$ cat config.mk
export PLATFORM = sky130hd
export DESIGN_NAME = serial_host_link
export DESIGN_NICKNAME = d
export VERILOG_FILES = /design/src/rtl/serial_host_link.sv
export SDC_FILE = /design/constraint.sdc
export NUM_CORES = 1
export LEC_CHECK = 0
export ABC_AREA = 1
export CORE_ASPECT_RATIO = 0.6
export CORE_UTILIZATION = 55
export DETAILED_ROUTE_END_ITERATION = 12
export HOLD_SLACK_MARGIN = 0.05
export PLACE_DENSITY = 0.83
export SETUP_SLACK_MARGIN = 0.5
export SKIP_CTS_REPAIR_TIMING = 1
export SYNTH_ARGS = -nofsm -noshare
export SYNTH_HDL_FRONTEND = slang
export SYNTH_SLANG_ARGS = --single-unit
$ cat constraint.sdc
create_clock -name clk -period 3.9 [get_ports clk]
set_clock_uncertainty 0.1 [all_clocks]
set_input_delay 0.585 -clock clk [delete_from_list [all_inputs] [get_ports clk]]
set_output_delay 0.585 -clock clk [all_outputs]
set_load 0.005 [all_outputs]
$ cat src/rtl/serial_host_link.sv
// Host end of the 6-phase serial link: sends request frames in phases 0-3 and collects 24-bit responses in phases 4-5.
// A request accepted in phase 5 is sent in the next frame; its response is queued at that frame's end. The FIFO drops and flags when full.
module serial_host_link #(
   parameter int FIFO_DEPTH  = 2,
   parameter int FRAME_CNT_W = 16
) (
   input  logic                   clk,
   input  logic                   reset_n,
   input  logic                   req_valid,
   output logic                   req_ready,
   input  logic [3:0]             req_cpu_valid,
   input  logic [3:0]             req_cpu_command,
   input  logic [3:0]             req_cpu_wr_data,
   input  logic [23:0]            req_cpu_addr,
   input  logic                   req_mem_req_ready,
   input  logic                   req_mem_resp_valid,
   input  logic                   req_mem_resp_data,
   output logic [11:0]            link_out,
   input  logic [11:0]            link_in,
   output logic                   resp_valid,
   input  logic                   resp_ready,
   output logic [20:0]            resp_word,
   output logic                   resp_had_req,
   output logic [2:0]             phase,
   output logic [FRAME_CNT_W-1:0] frame_cnt,
   output logic                   ovf_err,
   output logic                   pad_err
);

   localparam int AW = $clog2(FIFO_DEPTH);
   localparam int CW = AW + 1;

   typedef enum logic [2:0] {
      PH0 = 3'd0,
      PH1 = 3'd1,
      PH2 = 3'd2,
      PH3 = 3'd3,
      PH4 = 3'd4,
      PH5 = 3'd5
   } phase_t;

   phase_t phase_q, phase_d;

   logic [3:0]  frm_cpu_valid, frm_cpu_command, frm_cpu_wr_data;
   logic [23:0] frm_cpu_addr;
   logic [2:0]  frm_mem;
   logic        cur_req;

   logic [3:0]  nxt_cpu_valid, nxt_cpu_command, nxt_cpu_wr_data;
   logic [23:0] nxt_cpu_addr;
   logic [2:0]  nxt_mem;
   logic        nxt_req;
   logic [11:0] link_out_d;

   logic [11:0] rx_low;
   logic [23:0] rx_word;
   logic        frame_end;
   logic        accept;

   logic [21:0] fifo_mem [FIFO_DEPTH];
   logic [AW-1:0] wr_ptr, rd_ptr;
   logic [CW-1:0] count;
   logic        full, pop, wr_en, drop;

   always_ff @(posedge clk or negedge reset_n) begin
      if (!reset_n) phase_q <= PH0;
      else          phase_q <= phase_d;
   end

   always_comb begin
      phase_d = PH0;
      case (phase_q)
         PH0:     phase_d = PH1;
         PH1:     phase_d = PH2;
         PH2:     phase_d = PH3;
         PH3:     phase_d = PH4;
         PH4:     phase_d = PH5;
         PH5:     phase_d = PH0;
         default: phase_d = PH0;
      endcase
   end

   assign phase     = phase_q;
   assign req_ready = (phase_q == PH5);
   assign accept    = req_valid && req_ready;
   assign frame_end = (phase_q == PH5);

   // Frame contents as they will be after this edge; phase-0 drive needs the freshly loaded frame.
   always_comb begin
      nxt_cpu_valid   = frm_cpu_valid;
      nxt_cpu_command = frm_cpu_command;
      nxt_cpu_wr_data = frm_cpu_wr_data;
      nxt_cpu_addr    = frm_cpu_addr;
      nxt_mem         = frm_mem;
      nxt_req         = cur_req;
      if (frame_end) begin
         if (accept) begin
            nxt_cpu_valid   = req_cpu_valid;
            nxt_cpu_command = req_cpu_command;
            nxt_cpu_wr_data = req_cpu_wr_data;
            nxt_cpu_addr    = req_cpu_addr;
            nxt_mem         = {req_mem_req_ready, req_mem_resp_valid, req_mem_resp_data};
            nxt_req         = 1'b1;
         end else begin
            nxt_cpu_valid   = '0;
            nxt_cpu_command = '0;
            nxt_cpu_wr_data = '0;
            nxt_cpu_addr    = '0;
            nxt_mem         = '0;
            nxt_req         = 1'b0;
         end
      end
   end

   always_comb begin
      link_out_d = '0;
      case (phase_d)
         PH0:     link_out_d = {nxt_cpu_valid, nxt_cpu_command, nxt_cpu_wr_data};
         PH1:     link_out_d = nxt_cpu_addr[11:0];
         PH2:     link_out_d = nxt_cpu_addr[23:12];
         PH3:     link_out_d = {9'b0, nxt_mem};
         default: link_out_d = '0;
      endcase
   end

   always_ff @(posedge clk or negedge reset_n) begin
      if (!reset_n) begin
         frm_cpu_valid   <= '0;
         frm_cpu_command <= '0;
         frm_cpu_wr_data <= '0;
         frm_cpu_addr    <= '0;
         frm_mem         <= '0;
         cur_req         <= 1'b0;
         link_out        <= '0;
      end else begin
         frm_cpu_valid   <= nxt_cpu_valid;
         frm_cpu_command <= nxt_cpu_command;
         frm_cpu_wr_data <= nxt_cpu_wr_data;
         frm_cpu_addr    <= nxt_cpu_addr;
         frm_mem         <= nxt_mem;
         cur_req         <= nxt_req;
         link_out        <= link_out_d;
      end
   end

   assign rx_word = {link_in, rx_low};

   always_ff @(posedge clk or negedge reset_n) begin
      if (!reset_n) begin
         rx_low    <= '0;
         frame_cnt <= '0;
         pad_err   <= 1'b0;
         ovf_err   <= 1'b0;
      end else begin
         if (phase_q == PH4) rx_low <= link_in;
         if (frame_end) begin
            frame_cnt <= frame_cnt + 1'b1;
            if (|rx_word[23:21]) pad_err <= 1'b1;
         end
         if (drop) ovf_err <= 1'b1;
      end
   end

   // When full, a simultaneous pop frees the head slot, which is exactly where wr_ptr points.
   assign full       = (count == CW'(FIFO_DEPTH));
   assign resp_valid = (count != '0);
   assign pop        = resp_valid && resp_ready;
   assign wr_en      = frame_end && (!full || pop);
   assign drop       = frame_end && full && !pop;

   always_ff @(posedge clk or negedge reset_n) begin
      if (!reset_n) begin
         wr_ptr <= '0;
         rd_ptr <= '0;
         count  <= '0;
         for (int i = 0; i < FIFO_DEPTH; i++) fifo_mem[i] <= '0;
      end else begin
         if (wr_en) begin
            fifo_mem[wr_ptr] <= {cur_req, rx_word[20:0]};
            wr_ptr           <= wr_ptr + AW'(1);
         end
         if (pop) rd_ptr <= rd_ptr + AW'(1);
         case ({wr_en, pop})
            2'b10:   count <= count + CW'(1);
            2'b01:   count <= count - CW'(1);
            default: count <= count;
         endcase
      end
   end

   assign resp_word    = resp_valid ? fifo_mem[rd_ptr][20:0] : '0;
   assign resp_had_req = resp_valid ? fifo_mem[rd_ptr][21] : 1'b0;

endmodule

==> qor.yml <==
synth_commonest_cells: "nand2_1, dfrtp_1, inv_1"
pwr-share-clk_pct: 39.2
worstPathCellList: "inv_1 -> nand2_1 -> o21ai_0 -> a21oi_1 -> clkdlybuf4s50_1"
clkTransAtPathRegs_ps: 60
arrival_ps: 2400
grt_use_met1_pct: 41.43
synth_warnings: 0
worstSetupEndpoint: "resp_had_req"
status: "completed"
finalWirelength_um: 14930
grt_start_max_net_pins: 78
maxSlewHeadroom_pct: 29.49
die_height_um: 82.86
fin_setup_tns_ps: 0
critPathLaunchType: "register"
grt_pass1_wl_um: 24740
hold_path.class: "input pin to async pin"
final_core_util_pct: 73.67
power_density_nw_per_um2: 572.1
slowest_delay_ps: 550
required_ps: 3210
r2r_slack_ps: 1660
cts_root_buf: "clkbuf_16"
syn_inst: 692
final_cell_area_um2: 7805
place_area_um2: 7157
design_power_total_mw: 4.465
place_ws_ps: 1284
drt_iter0_drc: 327
clkLatencyLatePin_ps: 420
hold_slack_ps: 117.3
chipWidth_um: 136.8
drc: 0
pwr-share-comb_pct: 22.4
synth_top_area_cell: "dfrtp_1"
grt_pass1_vias: 5076
start_util_pct: 56.57
startpoint: "count[0]"
drive_gt1_share_pct: 7.187
critical_path_class: "register to primary output"
dpl.cell_count: 914
synth-seq-area-share_pct: 55.53
core_area_um2: 10600
drv_cap: 0
fin_ws_ps: 816.8
tightest_slew_ps: 1054
die_area_um2: 11330
p_int_mw: 3.273
drv_slew: 0
final_hold_viol_count: 0
fin_nets: 850
ys_types: 33
dpl.hpwl_um: 9948
globalplace.congestion: 0.8464
cts_buffers: 17
ios: 112
diodes: 0
timing.rr.end: "fifo_mem[13]"
grt_antenna_before_repair: 0
reg2reg_from: "phase[1]"
grt_remaining_overflow: 0
setup_viol: 0
areaGrowthSynthToFinish_pct: 30.23
peakVddDrop_mv: 0.4049
synth_fp_nets: 748
crit_path_end_kind: "primary output"
wire_per_inst_um: 15.78
nFillCells: 756
cts_max_path_buffers: 2
synth-seq-cells: 133
cts_sinks: 133
ant_nets: 0
reg2reg_depth: 6
p_sw_mw: 1.192
rsz0062_at_grt: "false"
synthTopCellsByArea: "dfrtp_1, nand2_1, o21ai_0"
crit_path_top_delay_cell: "nand2_1"
async_reset_ff_share_pct: 100.0
synth_flop_cell: "dfrtp_1"
synth_edf_count: 0
vias: 5180
leakage_nw: 3.677
top_usage_layer: "met2"
synth.top_cell.area_share_pct: 55.53
clock.fmax_mhz: 324.3
fin_cells: 946
vias_per_cell: 5.476
use_met2_pct: 42.59
cts_max_level: 4
swShare_pct: 26.70
met3_usage_pct: 6.288
avgSynthCellArea_um2: 8.661
cts_tree: "built"
gr-usage-all-layers_pct: 28.45
rows: 29
path_max_fanout: 24
layout_min_cycle_time_ps: 3083
synth_area_um2: 5993
dr.pass1.iters: 6
fin_crit_sh_pct: 79.06
power_frac_seq_pct: 38.4
yosysMostFrequentCell: "nand2_1"
io_buffers: 111
[flip-flops by register name, summed over array words and instances (netlist names), 3 cells and up]
register / cells
phase: 3
link_out: 12
frame_cnt: 16
frm_cpu_command: 4
frm_cpu_addr: 24
frm_mem: 3
frm_cpu_valid: 4
frm_cpu_wr_data: 4
rx_low: 12
fifo_mem: 44
[cells in the final DEF, fill, tap and decap left out, types with 9 or more instances in the layout]
cell type and count:
nor2_1 21, o211ai_1 11, o21a_1 18, nand3_1 25, clkdlybuf4s50_1 110, dfrtp_1 133, a21oi_1 23, inv_1 90
o21ai_0 87, clkbuf_16 17, o22ai_1 9, nand4_1 15, nand2_1 183
[cell type report]
class	instances	area, um2	share of cell area (%)
Clock buffer	19	442.9	5.675
Clock inverter	13	205.2	2.629
Multi-Input combinational cell	432	2143	27.46
Sequential cell	133	3328	42.64
Timing Repair Buffer	116	1159	14.84
Tap cell	139	173.9	2.228
Inverter	94	352.8	4.521
[cells by family after synthesis]
logic type / count (synthesis) / synth area share (%)
AOI/OAI and AO/OA: 161 / 15.32
xor gates and xnor gates: 10 / 1.461
adders and majority gates: 1 / 0.2087
buffers and inverters: 127 / 8.705
DFF: 133 / 55.53
muxes: 4 / 0.7515
and+or+nand+nor: 256 / 18.02
[power by group through the flow]
stage	registers [mW]	clock network, mW	logic (mW)
detailed placement	1.73	0	0.996
CTS	1.72	1.76	1.01
global route	1.74	1.82	1.12
floorplan	1.69	0	0.479
finish	1.72	1.75	1.00
global placement	1.72	0	0.965
[worst max-delay path: cells and delay by family (launching register included)]
kind | cells | cell delay (ps)
AO/OA/AOI/OAI | 2 | 420
buffers and inverters | 2 | 630
flip-flops | 1 | 370
AND/OR/NAND/NOR | 1 | 550
[layer usage]
layer / routed length [um] / up-vias
li1: - / 2449
met1: 6906 / 2500
met2: 6882 / 211
met3: 949 / 20
met4: 189 / 0
met5: 0 / -
[worst min path at each step]
stage                     cells after the start         start                 end
after CTS                                     1       reset_n  frm_cpu_command[1]
after global routing                          1       reset_n         link_out[4]
final                                         1       reset_n         link_out[4]
after global placement                        2  fifo_mem[43]        fifo_mem[43]
after floorplan                               0       reset_n            count[0]
after detailed placement                      2  fifo_mem[43]        fifo_mem[43]
No activity file was read; power rests on OpenSTA's default activity.
